`config.mk`:
```
export PLATFORM = sky130hd
export DESIGN_NAME = line_buffer_in_fifo
export DESIGN_NICKNAME = d
export VERILOG_FILES = /design/src/rtl/line_buffer_in_fifo.sv
export SDC_FILE = /design/constraint.sdc
export NUM_CORES = 1
export LEC_CHECK = 0
export BUFFER_PORTS_ARGS = -buffer_cell sky130_fd_sc_hd__buf_2
export CAP_MARGIN = 20
export CORE_ASPECT_RATIO = 1.1
export CORE_MARGIN = 2
export CORE_UTILIZATION = 55
export DETAILED_ROUTE_END_ITERATION = 10
export HOLD_SLACK_MARGIN = 0.03
export PLACE_DENSITY = 0.8
export SYNTH_ARGS = -nofsm -noshare
export SYNTH_HDL_FRONTEND = slang
export SYNTH_SLANG_ARGS = --single-unit
```
`constraint.sdc`:
```
create_clock -name clk -period 4.49 [get_ports clk]
set_input_delay 0.898 -clock clk [delete_from_list [all_inputs] [get_ports clk]]
set_output_delay 0.898 -clock clk [all_outputs]
set_load 0.02 [all_outputs]
```
`src/rtl/line_buffer_in_fifo.sv`:
```
// Single-clock pixel FIFO feeding the convolution line buffer, with registered read data/valid.
// Optional sticky overflow/underflow outputs are enabled by defining LB_FIFO_ERR_FLAGS_EN.
module line_buffer_in_fifo #(
    parameter int DATA_WIDTH         = 8,
    parameter int IN_CHANNEL         = 3,
    parameter int DEPTH              = 64,
    parameter int ALMOST_FULL_THRESH = 48,
    localparam int PIXEL_WIDTH       = DATA_WIDTH * IN_CHANNEL,
    localparam int AW                = $clog2(DEPTH)
) (
    input  logic                   clk,
    input  logic                   rst_n,
    input  logic [PIXEL_WIDTH-1:0] i_data,
    input  logic                   i_valid,
    output logic                   o_ready,
    input  logic                   rd_en,
    output logic [PIXEL_WIDTH-1:0] o_data,
    output logic                   o_valid,
    output logic                   almost_full,
    output logic                   empty,
    output logic [AW:0]            count
`ifdef LB_FIFO_ERR_FLAGS_EN
    ,
    output logic                   overflow,
    output logic                   underflow
`endif
);

    localparam logic [AW:0] DEPTH_C  = (AW+1)'(DEPTH);
    localparam logic [AW:0] THRESH_C = (AW+1)'(ALMOST_FULL_THRESH);

    logic [PIXEL_WIDTH-1:0] mem [DEPTH];
    logic [AW-1:0]          wr_ptr;
    logic [AW-1:0]          rd_ptr;
    logic                   wr_accept;
    logic                   rd_accept;

    // Flags come straight from the registered count, so full/empty reflect the pre-cycle state.
    assign o_ready     = (count != DEPTH_C);
    assign empty       = (count == '0);
    assign almost_full = (count >= THRESH_C);
    assign wr_accept   = i_valid & o_ready;
    assign rd_accept   = rd_en & ~empty;

    always_ff @(posedge clk) begin
        if (rst_n && wr_accept) begin
            mem[wr_ptr] <= i_data;
        end
    end

    always_ff @(posedge clk) begin
        if (!rst_n) begin
            wr_ptr  <= '0;
            rd_ptr  <= '0;
            count   <= '0;
            o_valid <= 1'b0;
            o_data  <= '0;
        end else begin
            o_valid <= rd_accept;
            if (wr_accept) begin
                wr_ptr <= wr_ptr + 1'b1;
            end
            if (rd_accept) begin
                o_data <= mem[rd_ptr];
                rd_ptr <= rd_ptr + 1'b1;
            end
            case ({wr_accept, rd_accept})
                2'b10:   count <= count + 1'b1;
                2'b01:   count <= count - 1'b1;
                default: count <= count;
            endcase
        end
    end

`ifdef LB_FIFO_ERR_FLAGS_EN
    always_ff @(posedge clk) begin
        if (!rst_n) begin
            overflow  <= 1'b0;
            underflow <= 1'b0;
        end else begin
            overflow  <= overflow  | (i_valid & ~o_ready);
            underflow <= underflow | (rd_en & empty);
        end
    end
`endif

endmodule
```
After elaboration in Yosys (flattened, before gate mapping) --
Memories as Yosys holds them, arrays and structs flattened. A register that Yosys moved wholly into a read port is not among the register bits. Cells that the tools add are included. Widths: inputs -> output; s select.
Cells by class: mux-type cells 3, equal/unequal tests 3, bitwise logic cells 3, reductions and logical operators 4, $lt $le $gt $ge 1, $add $sub $neg 4
Operators by type and width (number):
- $pmux 7 s2 | 1
- $add 6x1->6 const B | 2
- $add 7x1->7 const B | 1
- $ge 7x6->1 const B | 1
- $logic_not 7->1 | 1
- $ne 7x7->1 const B | 1
- $sub 7x1->7 const B | 1
- $and 1x1->1 | 2
- $eq 2x1->1 const B | 1
- $eq 2x2->1 const B | 1
- $mux 1 | 2
- $reduce_bool 2->1 | 1
- $logic_and 1x1->1 | 1
- $logic_not 1->1 | 1
- $not 1->1 | 1
Word-level totals: bits in registers 20, logic and storage cells 23, memory bits (writable) 1536, memories 1, input port bits 28, output and inout port bits 35
Memory list:
- mem | depth 64, bits a word 24, read ports 1, clocked after memory_dff 1, write ports 1, line 32 | logic [PIXEL_WIDTH-1:0] mem [DEPTH];

Longest topological paths before layout --
Gate-level depths: netlist of the first run.
depth in word-level cells 5, mapped depth 14, mapped depth without buffers 13

Worst setup path before layout of the first run --
OpenSTA, ideal clock, no wires.
kind in2reg, from in i_valid, to mem mem[63][0] (netlist name), enable pin, setup time 0.435 ns, stages 4, data required time 4.055 ns, buffers on the path 1, setup slack 0.883 ns, data arrival time 3.172 ns, cell sequence and2_1 -> clkbuf_1 -> nand4_1 -> nor3_1
On the way: cells in the longest elaborated chain, start to end 4
RTL lines:
- start: declaration | line 14 | input logic i_valid,
- $and 1x1->1 | line 42 | assign wr_accept = i_valid & o_ready;
- $logic_and 1x1->1 | line 46 | if (rst_n && wr_accept) begin
- $mux 1 | line 46
- $mux 1 (not written as such) | line 47 | mem[wr_ptr] <= i_data;
- end: declaration | line 32
No other way between the ends.

==> flow_summary.json, run 1 <==
{
  "status": "completed",
  "finalSetupViolCount": 0,
  "synthDominantAreaCellType": "sky130_fd_sc_hd__edfxtp_1",
  "post_synth_fa_ha_maj_area_fraction_pct": 0.197,
  "fin_crit_sh_pct": 81.6,
  "io_buffers": 62,
  "crit_path_end_kind": "flop",
  "register_area_share_after_synthesis_pct": 77.2,
  "grt_antenna_before_repair": 8,
  "compound_gate_portion_of_the_synthesized_area_pct": 2.46,
  "nFillCells": 6966,
  "synth_async_sr_flop_share_pct": 0,
  "count_of_final_max_slew_check_failures": 0,
  "synth-xor-area-share_pct": 0.158,
  "final.min_clock_period_ns": 3.66,
  "synth_common_cells": "sky130_fd_sc_hd__edfxtp_1, sky130_fd_sc_hd__mux2i_1, sky130_fd_sc_hd__mux4_2",
  "crit_chain": "nand3b_1 > buf_12 > o22ai_1 > a211oi_1 > a32oi_1 > nand3_1 > nand3_1",
  "die_width_um": 321,
  "grt_use_met2_pct": 43.8,
  "cell_area_after_layout_um2": 68300,
  "post_synth_main_area_contributors": "sky130_fd_sc_hd__edfxtp_1, sky130_fd_sc_hd__mux4_2, sky130_fd_sc_hd__mux2i_1",
  "max-vdd-ir-drop_mv": 0.369,
  "p_total_w": 0.0337,
  "post-synth-top-area-fraction_pct": 75.8,
  "post_dp_cell_area_um2": 63400,
  "htree_levels": 4,
  "grt_util_all_layers_pct": 27.7,
  "postSynth.topFlopCell": "sky130_fd_sc_hd__edfxtp_1",
  "core_area_um2": 109000,
  "via_count_of_the_first_global_routing_pass": 32100,
  "synth_cell_type_count": 47,
  "ioPinCount": 63,
  "routed_wire_length_per_instance_um": 33.2,
  "design.die.area_um2": 113000,
  "syn_inst": 2953,
  "cellLeakagePower_nw": 21.4,
  "yosys_register_bits": 1580,
  "crit_fanout": 72,
  "cp_data_arrival_time_ns": 4.27,
  "path_delay_family": "compound AO/OA/AOI/OAI gates",
  "tritonroute_pass_1_iters": 5,
  "post_cts.resized_instances": 0,
  "postCtsSetupBuffers": 0,
  "clk_pin_slew_worst_paths_ns": 0.06,
  "holdBufCountCts": 0,
  "synthesis.area_um2": 60900,
  "floorplan.initialDensity_pct": 55.7,
  "tritoncts.num_buffers": 150,
  "maxSlewHeadroom_pct": 22.6,
  "post_synth_and_or_nand_nor_area_fraction_pct": 2.72,
  "clock-sinks": 1580,
  "post-route-drc-count": 0,
  "worstSetupStartpointType": "flop",
  "hpwlAfterDp_um": 86400,
  "grt_start_max_net_pins": 91,
  "post_route_cells_drive_above_1_share_pct": 24.0,
  "rsz_0062_raised_after_global_routing": "false",
  "via_per_inst": 6.71,
  "cts_root_buffer": "sky130_fd_sc_hd__clkbuf_16",
  "layout-area-overhead-vs-synth_pct": 12.3,
  "synth_most_common_cell": "sky130_fd_sc_hd__edfxtp_1",
  "max_slew.worst_pin.slew_ns": 1.15,
  "syn_avg_cell_area_um2": 20.6,
  "timing.critical_path.mode_cell": "sky130_fd_sc_hd__nand3_1",
  "crit_slowest_cell": "sky130_fd_sc_hd__a211oi_1",
  "route.vias.total": 31400,
  "maxCapViolCount": 0,
  "worstPathRequired_ns": 5.10,
  "multi_input_area_um2": 13100,
  "layout.area.seq_um2": 47000,
  "timing.setup.tns_ns": 0,
  "cts_tree": "done",
  "worst_hold_path_type": "in2reg",
  "overflow": 0,
  "critical_path_s_largest_stage_delay_ns": 0.97,
  "groute.layer.met3.usage_pct": 6.63,
  "globalRoute.busiestLayer": "met2",
  "final.setup_skew_ns": 0.0307,
  "synth.yosys.warnings": 0,
  "cp_num_buf_inv": 1,
  "die-height_um": 353,
  "num-nets-final": 3176,
  "power-per-cell-area_nw_per_um2": 494,
  "synth_edf_count": 1536,
  "hold_violations": 0,
  "synthesis.nets": 2990,
  "global_route.usage.met1_pct": 35.6,
  "cts_buffer_depth": 3,
  "routabilityCongestion": 0.853,
  "setup.worst_path.class": "reg2reg",
  "worst_skew_pair.late_latency_ns": 0.76,
  "grt_first_pass_wirelength_um": 224000,
  "synth_top_family_by_area": "multiplexers",
  "fin_hold_ws_ns": 0.363,
  "fmax_mhz": 273,
  "drt-total-wl_um": 155000,
  "route.antenna.remaining_nets": 0,
  "synth.mux.area_fraction_pct": 15.7,
  "initialDrtViolationCount": 5052,
  "core.rowCount": 127
}
-- stage by stage --
| step | std cells | util (%) | worst slack, ns |
|---|---|---|---|
| after floorplan | 2953 | - | 0.883 |
| after global placement | 4402 | 58.0 | 0.885 |
| after detailed placement | 4402 | 58.0 | 0.949 |
| after CTS | 4680 | 62.4 | 1.05 |
| after global routing | 4684 | 62.5 | 0.804 |
| final | 4685 | 62.5 | 0.827 |
-- placed cells by master (no fill, tap or decap), types with 11 or more instances in the layout --
cell type,instances
sky130_fd_sc_hd__a21oi_1,27
sky130_fd_sc_hd__dfxtp_1,39
sky130_fd_sc_hd__clkinv_1,29
sky130_fd_sc_hd__nor4_1,21
sky130_fd_sc_hd__o21ai_0,54
sky130_fd_sc_hd__edfxtp_1,1536
sky130_fd_sc_hd__o21ai_1,13
sky130_fd_sc_hd__o221ai_1,16
sky130_fd_sc_hd__o22ai_1,56
sky130_fd_sc_hd__buf_2,63
sky130_fd_sc_hd__nand3_1,66
sky130_fd_sc_hd__buf_4,118
sky130_fd_sc_hd__clkbuf_1,47
sky130_fd_sc_hd__buf_12,18
sky130_fd_sc_hd__a211oi_1,18
sky130_fd_sc_hd__nor2_2,65
sky130_fd_sc_hd__clkinv_2,13
sky130_fd_sc_hd__clkbuf_16,157
sky130_fd_sc_hd__clkbuf_8,11
sky130_fd_sc_hd__nor2_1,85
sky130_fd_sc_hd__mux4_2,292
sky130_fd_sc_hd__a22oi_1,25
sky130_fd_sc_hd__nand2b_1,11
sky130_fd_sc_hd__nor3_1,23
sky130_fd_sc_hd__nand2_1,51
sky130_fd_sc_hd__mux2i_1,295
-- state kept, by name (all words and copies together), names as in the netlist --
register,flops
o_valid,1
o_data,24
count,7
mem,1536
wr_ptr,6
rd_ptr,6
-- worst register-to-register path, cell delays in order, from the launching register on --
cell                       delay [ns]
sky130_fd_sc_hd__dfxtp_4         0.86
sky130_fd_sc_hd__nand3b_1        0.35
sky130_fd_sc_hd__buf_12          0.42
sky130_fd_sc_hd__o22ai_1         0.21
sky130_fd_sc_hd__a211oi_1        0.97
sky130_fd_sc_hd__a32oi_1         0.24
sky130_fd_sc_hd__nand3_1         0.34
sky130_fd_sc_hd__nand3_1         0.15
-- logic make-up (layout without fill, tap and decap cells) --
kind of cell    count (synthesis)  after routing
flops                        1580           1580
mux                           587            587
simple gates                  360            360
compound gates                230            230
buf+inv                       176            488
xor+xnor                       11             11
fa+ha+maj                       9              9
other cells                     0              1
-- final cells by class --
type / instances / area share (%)
diodes: 1 / 0.00366
clock buffers: 215 / 6.23
clock inverters: 63 / 0.857
inverters: 11 / 0.0641
multi-input cells: 1197 / 19.2
flip-flops and latches: 1580 / 68.8
well taps: 1419 / 2.60
repair buffers: 199 / 2.29
-- report_power, final --
part           switching [W]  internal (W)
Clock                0.00528       0.00713
Sequential          0.000300        0.0164
Combinational        0.00267       0.00199
Total                0.00825        0.0255
-- final timing paths --
| kind | from | to | slack, ns | depth (start not counted) |
|---|---|---|---|---|
| worst max-delay path | rd_ptr[1] | o_data[6] | 0.83 | 7 |
| worst min-delay path | i_data[0] | mem[54][0] | 0.36 | 1 |
| worst max register to register | rd_ptr[1] | o_data[6] | 0.83 | 7 |
| worst min register to register | o_data[16] | o_data[16] | 0.48 | 2 |
-- metal layers --
metal,vias to the layer above,share of wire (%)
met5,-,0.015
met4,4,6.3
met3,457,13
met2,2448,48
met1,16000,33
li1,12500,-
(Power assumes the default switching activity.)
==> run 2, diff against run 1 <==
==> constraint.sdc (replaced) <==
create_clock -name clk -period 3.8 [get_ports clk]
set_input_delay 0.76 -clock clk [delete_from_list [all_inputs] [get_ports clk]]
set_output_delay 0.76 -clock clk [all_outputs]
set_load 0.02 [all_outputs]
==> run 2 against run 1 <==
Effect of this change: hold slack worse by 0.018 ns; critical path type unchanged; setup slack got worse by 0.32 ns; non-clock buffer count grew 29.
==> flow_summary.json, run 2 (same netlist as run 1, synthesis figures left out) <==
{
  "tritonroute_pass_1_iters": 7,
  "drt-total-wl_um": 154000,
  "critical_path_s_largest_stage_delay_ns": 0.61,
  "grt_antenna_before_repair": 3,
  "largest_reg_flops": 1536,
  "maxCapViolCount": 0,
  "rsz_0062_raised_after_global_routing": "false",
  "core_area_um2": 109000,
  "overflow": 0,
  "routed_wire_length_per_instance_um": 32.6,
  "top_regs": "mem x1536, o_data x24, count x7",
  "worst_hold_path_type": "in2reg",
  "final.setup_skew_ns": 0.0312,
  "num-nets-final": 3205,
  "timing.critical_path.mode_cell": "sky130_fd_sc_hd__buf_4",
  "die-height_um": 353,
  "fmax_mhz": 303,
  "hpwlAfterDp_um": 87900,
  "io_buffers": 62,
  "crit_path_end_kind": "flop",
  "initialDrtViolationCount": 5045,
  "worstSetupStartpointType": "flop",
  "count_of_final_max_slew_check_failures": 0,
  "max-vdd-ir-drop_mv": 0.459,
  "via_count_of_the_first_global_routing_pass": 31800,
  "routabilityCongestion": 0.913,
  "status": "completed",
  "cellLeakagePower_nw": 21.5,
  "floorplan.initialDensity_pct": 55.7,
  "max_slew.worst_pin.slew_ns": 1.16,
  "power-per-cell-area_nw_per_um2": 578,
  "cp_data_arrival_time_ns": 3.68,
  "core.rowCount": 127,
  "worstPathRequired_ns": 4.19,
  "ioPinCount": 63,
  "cts_root_buffer": "sky130_fd_sc_hd__clkbuf_16",
  "crit_chain": "nor4_1 > nand3_1 > and2_1 > buf_4 > nor3b_1 > nand2_1 > nor2_2 > buf_4",
  "layout-area-overhead-vs-synth_pct": 12.5,
  "finalSetupViolCount": 0,
  "crit_fanout": 24,
  "setup.worst_path.class": "reg2reg",
  "post_route_cells_drive_above_1_share_pct": 24.8,
  "layout.cells.most_common": "sky130_fd_sc_hd__edfxtp_1",
  "hold_violations": 0,
  "clock-sinks": 1580,
  "cell_area_after_layout_um2": 68400,
  "post_cts.resized_instances": 0,
  "maxSlewHeadroom_pct": 22.4,
  "via_per_inst": 6.64,
  "post_dp_cell_area_um2": 63700,
  "holdBufCountCts": 0,
  "fin_crit_sh_pct": 86.7,
  "r2r.worst_path.cells": 8,
  "route.vias.total": 31300,
  "layout.cells.most_common_list": "sky130_fd_sc_hd__edfxtp_1, sky130_fd_sc_hd__mux2i_1, sky130_fd_sc_hd__mux4_2",
  "grt_start_max_net_pins": 76,
  "route.antenna.remaining_nets": 0,
  "grt_util_all_layers_pct": 27.4,
  "cts_tree": "done",
  "post-route-drc-count": 0,
  "clk_pin_slew_worst_paths_ns": 0.06,
  "crit_slowest_cell": "sky130_fd_sc_hd__nand2_1",
  "htree_levels": 4,
  "worst_skew_pair.late_latency_ns": 0.76,
  "min_delay_path_depth": 3,
  "top_register": "mem",
  "design.die.area_um2": 113000,
  "postCtsSetupBuffers": 0,
  "tritoncts.num_buffers": 150,
  "timing.setup.tns_ns": 0,
  "cts_buffer_depth": 3,
  "grt_first_pass_wirelength_um": 223000,
  "die_width_um": 321,
  "final.min_clock_period_ns": 3.30
}
-- run 2: cell types whose count changed in the layout (fill, tap and decap cells not counted), moves of 3 or more --
| cell | previous run | this run |
|---|---|---|
| sky130_fd_sc_hd__inv_6 | 5 | 8 |
| sky130_fd_sc_hd__clkinvlp_4 | 3 | 7 |
| sky130_fd_sc_hd__clkbuf_16 | 157 | 154 |
| sky130_fd_sc_hd__clkinv_2 | 13 | 21 |
| sky130_fd_sc_hd__clkbuf_1 | 47 | 33 |
| sky130_fd_sc_hd__clkbuf_8 | 11 | 5 |
| sky130_fd_sc_hd__buf_12 | 18 | 23 |
| sky130_fd_sc_hd__buf_4 | 118 | 143 |
-- run 2: metrics by stage --
stage                     hold WS [ns]  instances  util, %  setup WS, ns  total power [W]
final                            0.345       4706     62.6         0.505           0.0395
after global routing             0.359       4703     62.6         0.331           0.0406
after CTS                        0.320       4699     62.5         0.556           0.0396
after detailed placement         0.473       4431     58.3         0.439           0.0255
after global placement           0.462       4430     58.2         0.531           0.0253
after floorplan                  0.493       2953        -         0.224           0.0237
-- run 2: worst max-delay path: cells and delay by family (launching register included) --
family	cells	cell delay (ns)
buf+inv	2	0.63
flops	1	0.43
simple gates	6	1.83
-- run 2: power by group --
part / switching [W] / total, W / internal (W)
Combinational: 0.00321 / 0.00562 / 0.00242
Sequential: 0.000301 / 0.0196 / 0.0193
Clock: 0.00628 / 0.0143 / 0.00802
Total: 0.00979 / 0.0395 / 0.0298
-- run 2: layout make-up --
class,count,area [um2]
sequential,1580,47000
fill,6938,40900
multi-input combinational,1197,13100
clock buffer,192,4050
timing repair buffer,228,1840
tap,1419,1780
clock inverter,76,607
inverter,11,43.8
antenna,3,7.51
-- run 2: worst paths after layout --
kind | from | endpoint | slack, ns
min reg2reg | o_data[10] | o_data[10] | 0.48
max | count[0] | mem[36][9] | 0.50
max reg2reg | count[0] | mem[36][9] | 0.50
min | rd_en | o_valid | 0.35
-- run 2: per-layer routing --
metal	up-vias	wire, um	track usage (%)
li1	12600	-	-
met1	16000	53100	36.6
met2	2248	73800	42.8
met3	392	18000	5.83
met4	2	8790	14.5
met5	-	13	0
